`src/rtl/reg_wr_arbiter_pkg.sv`:
```
// ----------------------------------------------------------------------------
// reg_wr_arbiter_pkg
// Core constants shared by the register-file write path.
//   XLEN   : integer data width
//   NREG   : number of architectural registers
//   AW     : register index width (2**AW must be >= NREG)
//   X0_IDX : index of the hard-wired zero register
// Also provides the grant enum and a small x0 test helper.
// ----------------------------------------------------------------------------
package reg_wr_arbiter_pkg;

   localparam int XLEN   = 32;
   localparam int NREG   = 32;
   localparam int AW     = 5;
   localparam int X0_IDX = 0;

   // Identifies which requester was granted most recently.
   typedef enum logic {
      GNT_REQ0 = 1'b0,
      GNT_REQ1 = 1'b1
   } gnt_e;

   // True when the register index addresses x0.
   function automatic logic addr_is_x0(input logic [AW-1:0] addr);
      return (addr == AW'(X0_IDX));
   endfunction

endpackage

```
`src/rtl/reg_wr_arbiter_if.sv`:
```
// ----------------------------------------------------------------------------
// reg_wr_arbiter_if
// Bus between the two write requesters, the arbiter and the register file.
//   req0_*   : writeback-stage request (valid/ready/addr/data)
//   req1_*   : multi-cycle-unit request (valid/ready/addr/data)
//   rf_hold  : freezes register-file writes
//   rf_wen   : one-hot per-register write enable
//   rf_wdata : write data broadcast to all register cells
//   byp_*    : forwarding view of the buffered write (only with
//              REG_WR_ARB_BYPASS_EN defined)
// Modports: master = requesters / register-file side, slave = arbiter.
// ----------------------------------------------------------------------------
interface reg_wr_arbiter_if;
   import reg_wr_arbiter_pkg::*;

   logic            req0_valid;
   logic            req0_ready;
   logic [AW-1:0]   req0_addr;
   logic [XLEN-1:0] req0_data;
   logic            req1_valid;
   logic            req1_ready;
   logic [AW-1:0]   req1_addr;
   logic [XLEN-1:0] req1_data;
   logic            rf_hold;
   logic [NREG-1:0] rf_wen;
   logic [XLEN-1:0] rf_wdata;
`ifdef REG_WR_ARB_BYPASS_EN
   logic            byp_valid;
   logic [AW-1:0]   byp_addr;
   logic [XLEN-1:0] byp_data;
`endif

   modport master (
      output req0_valid, req0_addr, req0_data,
      output req1_valid, req1_addr, req1_data,
      output rf_hold,
`ifdef REG_WR_ARB_BYPASS_EN
      input  byp_valid, byp_addr, byp_data,
`endif
      input  req0_ready, req1_ready, rf_wen, rf_wdata
   );

   modport slave (
      input  req0_valid, req0_addr, req0_data,
      input  req1_valid, req1_addr, req1_data,
      input  rf_hold,
`ifdef REG_WR_ARB_BYPASS_EN
      output byp_valid, byp_addr, byp_data,
`endif
      output req0_ready, req1_ready, rf_wen, rf_wdata
   );

endinterface

```
`src/rtl/reg_wr_arbiter_decode.sv`:
```
// ----------------------------------------------------------------------------
// reg_wr_decode
// Combinational index-to-one-hot write-enable decoder with x0 masking.
// Indices at or above NREG decode to all-zero. Reusable for the CSR port.
//   en   : global enable
//   addr : register index
//   wen  : one-hot write enable (never sets bit X0_IDX)
// ----------------------------------------------------------------------------
module reg_wr_decode #(
   parameter int AW     = 5,
   parameter int NREG   = 32,
   parameter int X0_IDX = 0
) (
   input  logic            en,
   input  logic [AW-1:0]   addr,
   output logic [NREG-1:0] wen
);

   // One-hot decode; the x0 cell never sees a write enable.
   always_comb begin
      wen = {NREG{1'b0}};
      for (int k = 0; k < NREG; k++) begin
         if (en && (addr == AW'(k)) && (k != X0_IDX)) begin
            wen[k] = 1'b1;
         end else begin
            wen[k] = 1'b0;
         end
      end
   end

endmodule

```
`src/rtl/reg_wr_arbiter.sv`:
```
// ----------------------------------------------------------------------------
// reg_wr_arbiter
// Round-robin arbiter and one-stage write buffer for the single integer
// register-file write port. Requester 0 is writeback, requester 1 is the
// multi-cycle unit. An accepted write appears on rf_wen one cycle later.
//   clk  : clock, rising edge
//   rst  : asynchronous active-high reset
//   bus  : reg_wr_arbiter_if.slave (requests, rf_hold, rf_wen, rf_wdata)
// Optional: define REG_WR_ARB_BYPASS_EN to drive bus.byp_* forwarding outputs.
// ----------------------------------------------------------------------------
module reg_wr_arbiter
   import reg_wr_arbiter_pkg::*;
(
   input  logic             clk,
   input  logic             rst,
   reg_wr_arbiter_if.slave  bus
);

   gnt_e            last_gnt_r;
   logic            out_valid_r;
   logic [AW-1:0]   out_addr_r;
   logic [XLEN-1:0] out_data_r;

   logic            grant0_s;
   logic            grant1_s;
   logic            ready0_s;
   logic            ready1_s;
   logic            acc0_s;
   logic            acc1_s;
   logic            wen_en_s;
   logic [NREG-1:0] wen_s;

   // Round-robin grant: on contention the requester not granted last wins.
   always_comb begin
      grant0_s = 1'b0;
      grant1_s = 1'b0;
      if (bus.req0_valid && bus.req1_valid) begin
         if (last_gnt_r == GNT_REQ1) begin
            grant0_s = 1'b1;
         end else begin
            grant1_s = 1'b1;
         end
      end else if (bus.req0_valid) begin
         grant0_s = 1'b1;
      end else if (bus.req1_valid) begin
         grant1_s = 1'b1;
      end else begin
         grant0_s = 1'b0;
         grant1_s = 1'b0;
      end
   end

   // Readies are suppressed during hold and while reset is applied.
   assign ready0_s = grant0_s & ~bus.rf_hold & ~rst;
   assign ready1_s = grant1_s & ~bus.rf_hold & ~rst;
   assign acc0_s   = bus.req0_valid & ready0_s;
   assign acc1_s   = bus.req1_valid & ready1_s;

   assign bus.req0_ready = ready0_s;
   assign bus.req1_ready = ready1_s;

   // Grant history and write buffer; hold freezes both.
   always_ff @(posedge clk or posedge rst) begin
      if (rst) begin
         last_gnt_r  <= GNT_REQ1;
         out_valid_r <= 1'b0;
         out_addr_r  <= {AW{1'b0}};
         out_data_r  <= {XLEN{1'b0}};
      end else if (bus.rf_hold) begin
         last_gnt_r  <= last_gnt_r;
         out_valid_r <= out_valid_r;
         out_addr_r  <= out_addr_r;
         out_data_r  <= out_data_r;
      end else if (acc0_s) begin
         last_gnt_r  <= GNT_REQ0;
         out_valid_r <= 1'b1;
         out_addr_r  <= bus.req0_addr;
         out_data_r  <= bus.req0_data;
      end else if (acc1_s) begin
         last_gnt_r  <= GNT_REQ1;
         out_valid_r <= 1'b1;
         out_addr_r  <= bus.req1_addr;
         out_data_r  <= bus.req1_data;
      end else begin
         out_valid_r <= 1'b0;
      end
   end

   // The buffered write fires only while the register file is not held.
   assign wen_en_s = out_valid_r & ~bus.rf_hold;

   reg_wr_decode #(
      .AW     (AW),
      .NREG   (NREG),
      .X0_IDX (X0_IDX)
   ) u_decode (
      .en   (wen_en_s),
      .addr (out_addr_r),
      .wen  (wen_s)
   );

   assign bus.rf_wen   = wen_s;
   assign bus.rf_wdata = out_data_r;

`ifdef REG_WR_ARB_BYPASS_EN
   // x0 writes are never forwarded: reads of x0 must still return zero.
   assign bus.byp_valid = out_valid_r & ~addr_is_x0(out_addr_r);
   assign bus.byp_addr  = out_addr_r;
   assign bus.byp_data  = out_data_r;
`endif

endmodule

```
`src/flat_wrapper.sv`:
```
// flat-port wrapper written by rule: the top's interface ports become plain ports
module reg_wr_arbiter_flat import reg_wr_arbiter_pkg::*;
  (clk, rst, bus_req0_valid, bus_req0_addr, bus_req0_data, bus_req1_valid, bus_req1_addr, bus_req1_data, bus_rf_hold, bus_req0_ready, bus_req1_ready, bus_rf_wen, bus_rf_wdata);
  reg_wr_arbiter_if bus_i ();
  input  logic clk;
  input  logic rst;
  input wire logic [$bits(bus_i.req0_valid)-1:0] bus_req0_valid;
  input wire logic [$bits(bus_i.req0_addr)-1:0] bus_req0_addr;
  input wire logic [$bits(bus_i.req0_data)-1:0] bus_req0_data;
  input wire logic [$bits(bus_i.req1_valid)-1:0] bus_req1_valid;
  input wire logic [$bits(bus_i.req1_addr)-1:0] bus_req1_addr;
  input wire logic [$bits(bus_i.req1_data)-1:0] bus_req1_data;
  input wire logic [$bits(bus_i.rf_hold)-1:0] bus_rf_hold;
  output wire logic [$bits(bus_i.req0_ready)-1:0] bus_req0_ready;
  output wire logic [$bits(bus_i.req1_ready)-1:0] bus_req1_ready;
  output wire logic [$bits(bus_i.rf_wen)-1:0] bus_rf_wen;
  output wire logic [$bits(bus_i.rf_wdata)-1:0] bus_rf_wdata;
  assign bus_i.req0_valid = bus_req0_valid;
  assign bus_i.req0_addr = bus_req0_addr;
  assign bus_i.req0_data = bus_req0_data;
  assign bus_i.req1_valid = bus_req1_valid;
  assign bus_i.req1_addr = bus_req1_addr;
  assign bus_i.req1_data = bus_req1_data;
  assign bus_i.rf_hold = bus_rf_hold;
  assign bus_req0_ready = bus_i.req0_ready;
  assign bus_req1_ready = bus_i.req1_ready;
  assign bus_rf_wen = bus_i.rf_wen;
  assign bus_rf_wdata = bus_i.rf_wdata;
  reg_wr_arbiter u_core (.clk(clk), .rst(rst), .bus(bus_i));
endmodule
```
`config.mk`:
```
export PLATFORM = sky130hd
export DESIGN_NAME = reg_wr_arbiter_flat
export DESIGN_NICKNAME = d
export VERILOG_FILES = /design/src/rtl/reg_wr_arbiter_pkg.sv /design/src/rtl/reg_wr_arbiter_if.sv /design/src/rtl/reg_wr_arbiter_decode.sv /design/src/rtl/reg_wr_arbiter.sv /design/src/flat_wrapper.sv
export SDC_FILE = /design/constraint.sdc
export NUM_CORES = 1
export LEC_CHECK = 0
export BUFFER_PORTS_ARGS = -buffer_cell sky130_fd_sc_hd__buf_2
export CAP_MARGIN = 20
export CORE_ASPECT_RATIO = 1.2
export CORE_MARGIN = 8
export CORE_UTILIZATION = 45
export CTS_BUF_LIST = sky130_fd_sc_hd__clkbuf_16
export CTS_CLUSTER_DIAMETER = 100
export CTS_CLUSTER_SIZE = 16
export DETAILED_ROUTE_END_ITERATION = 8
export PLACE_DENSITY = 0.81
export SETUP_SLACK_MARGIN = 0.05
export SYNTH_ARGS = -nofsm -noshare
export SYNTH_HDL_FRONTEND = slang
export SYNTH_HIERARCHICAL = 1
export SYNTH_SLANG_ARGS = --single-unit
```
`constraint.sdc`:
```
create_clock -name clk -period 1.9 [get_ports clk]
set_input_delay 0.19 -clock clk [delete_from_list [all_inputs] [get_ports clk]]
set_output_delay 0.19 -clock clk [all_outputs]
set_load 0.005 [all_outputs]
```
# == Word level (Yosys, flattened, before mapping) ==
# Cells that the tools add are included.
# op_classes
add_sub_neg,0
multipliers,0
div,0
magnitude_cmp,0
eq_ne,31
shift,0
n_mux,46
bitwise,9
reduce_logical,34
# op_table
op,count
"== test 5 bit, second input constant",16
two-way mux 32 bit,2
two-way mux 1 bit,42
"== test 5 x 4 -> 1 bit, second input constant",8
logical AND 1 bit,32
"== test 5 x 3 -> 1 bit, second input constant",4
"== test 5 x 2 -> 1 bit, second input constant",2
two-way mux 5 bit,2
bitwise AND 1 bit,7
"== test 5 x 1 -> 1 bit, second input constant",1
inverter 1 bit,2
AND reduction 2 bit,1
nonzero test 2 bit,1
# totals
register_bits,39
latchBits,0
ramBits,0
mem_bits_ro,0
input_bits,79
output_inout_bits,66
elab_cells,124
memories,0

# == Depth between registers and ports, before layout ==
# depth
word_depth,8
ltp_mapped,5
ltp_nobuf,3

# == Hierarchy ==
# The synthesis kept the hierarchy.
# by_module_without_submodules
module,n_inst,cells_per_inst,area_each_um2,seq_area_each_um2
reg_wr_arbiter,1,191,2361.0,977.2
reg_wr_decode,1,48,244.0,0.0

# == Worst setup path before layout ==
# OpenSTA, ideal clock, no wires.
# synth_path
path_kind,register -> register
from,register u_core.last_gnt_r
to,register u_core.out_data_r[0] (netlist: u_core/bus.rf_wdata[0])
setup_ns,0.126
arrival_ns,1.359
t_required_ns,1.774
path_slack_ns,0.415
stages_incl_launch_ff,6
n_path_buf,2
synth_period_minus_slack_ns,1.485
cell_sequence,dfstp_2 nand2b_1 nand3_1 buf_2 buf_2 a221o_1
# synth_via
elab_chain_cells,7
elab_cells_between_ends,13
classes_between,5 x mux; 6 x bitwise; 2 x reduce/logical
# synth_lines
item,line_no,text
"start, declared",reg_wr_arbiter.sv:19,gnt_e last_gnt_r;
"start signal, assigned",reg_wr_arbiter.sv:70,last_gnt_r <= last_gnt_r;
two-way mux 1 bit,reg_wr_arbiter.sv:38,if (last_gnt_r == GNT_REQ1) begin
two-way mux 1 bit,reg_wr_arbiter.sv:37,if (bus.req0_valid && bus.req1_valid) begin
bitwise AND 1 bit (on tied branches) (2 in a row),"reg_wr_arbiter.sv:55, reg_wr_arbiter.sv:54",
bitwise AND 1 bit (on tied branches),"reg_wr_arbiter.sv:57, reg_wr_arbiter.sv:56",
nonzero test 2 bit (no line),n/a,
AND reduction 2 bit (no line),n/a,
"end signal, assigned",reg_wr_arbiter.sv:68,out_data_r <= {XLEN{1'b0}};
"end signal, assigned",reg_wr_arbiter.sv:73,out_data_r <= out_data_r;
"end signal, assigned",reg_wr_arbiter.sv:78,out_data_r <= bus.req0_data;
"end, declared",reg_wr_arbiter.sv:22,logic [XLEN-1:0] out_data_r;
# Parallel ways exist; a longest one is shown, timed or not.
# A chain may end at the register's enable or synchronous reset.

# == Worst setup path in the final report ==
# layout_path
from,register u_core.out_addr_r[4]
to,output bus_rf_wen[2]
# layout_via
elab_chain_cells,3
# layout_lines
item,line_no,text
"start, declared",reg_wr_arbiter.sv:21,logic [AW-1:0] out_addr_r;
"start signal, assigned",reg_wr_arbiter.sv:67,out_addr_r <= {AW{1'b0}};
"start signal, assigned",reg_wr_arbiter.sv:72,out_addr_r <= out_addr_r;
"start signal, assigned",reg_wr_arbiter.sv:77,out_addr_r <= bus.req0_addr;
== test 5 x 2 -> 1 bit,reg_wr_arbiter_decode.sv:23,if (en && (addr == AW'(k)) && (k != X0_IDX)) begin
logical AND 1 bit,reg_wr_arbiter_decode.sv:23,
two-way mux 1 bit,reg_wr_arbiter_decode.sv:23,
"end, declared",flat_wrapper.sv:16,output wire logic [$bits(bus_i.rf_wen)-1:0] bus_rf_wen;
# No other way between the ends.

==> impl_metrics.json <==
{
  "post-route-period-util_pct": 90.5,
  "first_pass_iters": 6,
  "grt_max_degree": 40,
  "yosysWarnings": 6,
  "num_rows": 30,
  "nFillCells": 494,
  "syn_avg_cell_area_um2": 10.9,
  "hp-class": "primary input to async pin",
  "synth_fp_nets": 318,
  "crit_type": "flop to output pin",
  "hold_viol": 0,
  "ys_seq_elements": 39,
  "arrival_ns": 1.53,
  "cts_tree": "built",
  "n_antenna_cell": 0,
  "worst_setup_path_end_kind": "output pin",
  "first_iter_violations": 67,
  "cts_num_sinks": 39,
  "ant_nets": 0,
  "yosys-top-cells-area": "dfrtp_1 37%, nor3b_2 14%, a221o_1 14%",
  "core_area_um2": 5630,
  "initial_core_util_pct": 46.3,
  "ys_seq_area_share_pct": 37.5,
  "crit_path_start_kind": "flop",
  "slew_headroom_pct": 33.7,
  "rsz0062_at_grt": "no",
  "nets": 449,
  "setup_tns_ns": 0,
  "worstPathCellList": "or4b_4 -> nor2_2 -> buf_2",
  "yosys.area.top_type": "dfrtp_1",
  "outcome": "complete, no violations",
  "ctsResizeCount": 0,
  "insertion_delay_ns": 0.27,
  "max_stage_delay_ns": 0.59,
  "grt.total_usage_pct": 17.9,
  "ir_drop_uv": 364,
  "p_leak_nw": 1.68,
  "placed_area_um2": 3320,
  "post_cts_buffers": 0,
  "finalMaxSlewViolations": 0,
  "ctsHoldBuffers": 0,
  "die_y_um": 99.3,
  "worst_pin_slew_ns": 0.991,
  "io_buffers": 143,
  "route.detailed.drc": 0,
  "crit_required_ns": 1.71,
  "synth_cell_types": 28,
  "vias_per_cell": 5.66,
  "setup_violations": 0,
  "cts_root_buf": "clkbuf_16",
  "area_growth_pct": 32.6,
  "grt_overflow": 0,
  "die_width_um": 85.5,
  "vias": 2461,
  "netlist.area_leader.share_pct": 36.5,
  "synth.cell_area_um2": 2600,
  "clockBufferDepth": 2,
  "grt_pass1_vias": 2580,
  "hpwl_mm": 6.07,
  "critical_path.slowest_cell": "or4b_4",
  "power_density_nw_per_um2": 735,
  "cts_buffers": 5,
  "stdcell_area_um2": 3450,
  "path_clk_slew_ns": 0.05,
  "pin_count": 145,
  "dieArea_um2": 8490,
  "final_common_cell": "buf_2",
  "htreeDepth": 2,
  "grt_antenna_before_repair": 0,
  "fmax_mhz": 582,
  "maxCapViolCount": 0,
  "drive_above_1_share_pct": 53.4,
  "final_cell_mix": "143 x buf_2, 38 x dfrtp_1, 37 x and4_1, 37 x a221o_1",
  "wirelength_mm": 7.94,
  "syn_inst": 239,
  "fin_worst_skew_ns": 0.00214,
  "grt_pass1_wl_mm": 12.4,
  "wl_per_cell_um": 18.3,
  "crit_fanout": 9,
  "fin_crit_ns": 1.72,
  "gp_congestion": 0.833
}
-- sequential cells by signal, indices dropped and copies added, names as in the netlist --
name,cells
u_core/last_gnt_r,1
u_core/bus.rf_wdata,32
u_core/out_valid_r,1
u_core/out_addr_r,5
-- power breakdown --
group | total (W) | switching (W) | internal [W]
sequential | 0.00110 | 0.000114 | 0.000988
combinational | 0.000674 | 0.000316 | 0.000357
clock | 0.000762 | 0.000291 | 0.000471
-- final timing paths --
kind | cells after the start | endpoint | slack (ns) | from
hold / removal | 3 | u_core/out_valid_r | 0.07 | rst
min in group clk | 3 | u_core/out_valid_r | 0.21 | bus_rf_hold
hold reg to reg | 2 | u_core/out_valid_r | 0.47 | u_core/out_valid_r
setup / recovery | 3 | bus_rf_wen[2] | 0.18 | u_core/out_addr_r[4]
max in group asynchronous | 3 | u_core/last_gnt_r | 1.46 | rst
setup reg to reg | 4 | u_core/bus.rf_wdata[2] | 0.43 | u_core/last_gnt_r
-- per-layer routing --
layer	share of wire [%]	vias up	GRT usage (%)
met2	53	103	33.9
met3	7.0	8	4.70
met1	38	1157	18.8
li1	-	1193	-
met4	1.2	0	4.73
met5	0	-	0
-- cells by family after synthesis --
| group | Yosys count | share of synthesized area [%] |
|---|---|---|
| flops | 39 | 37.5 |
| buf+inv | 33 | 7.83 |
| simple gates | 127 | 39.8 |
| compound gates | 39 | 14.7 |
| other cells | 1 | 0.144 |
-- stage by stage --
step	power [W]	util (%)	setup slack, ns	hold WS [ns]	std cells
6_report	0.00254	61.4	0.181	0.0670	435
5_1_grt	0.00267	61.4	0.121	0.133	435
4_1_cts	0.00257	61.4	0.162	0.0845	435
3_5_place_dp	0.00180	58.9	0.261	0.374	427
3_3_place_gp	0.00177	58.9	0.350	0.360	427
2_1_floorplan	0.00149	-	0.415	0.307	239
-- cells in the mapped netlist --
master,number
dfrtp_1,38
a221o_1,37
and4_1,37
nor2_1,30
nor3b_2,30
clkbuf_1,11
buf_2,10
buf_6,8
nor3b_1,7
nand2_1,4
nand2b_1,3
nand4b_1,3
nand4bb_1,3
buf_4,2
inv_1,2
nor2_4,2
a21o_1,1
and3_1,1
conb_1,1
dfstp_2,1
nand3_1,1
nand4_1,1
nor2_2,1
nor2b_1,1
o21ai_1,1
or2_1,1
or2_2,1
or4b_4,1
-- cell type report --
cell class	instances	area, µm²	area share (%)
clock inverter	3	11.3	0.326
multi-input combinational	167	1440	41.5
sequential	39	977	28.3
clock buffer	5	125	3.62
timing repair buffer	155	818	23.7
inverter	2	7.51	0.217
tap	64	80.1	2.32
-- critical path: cells and delay by family, from the launching register on --
kind	cells	cell delay, ns
buf+inv	1	0.12
flops	1	0.45
simple gates	2	0.70
(Power assumes the default switching activity.)
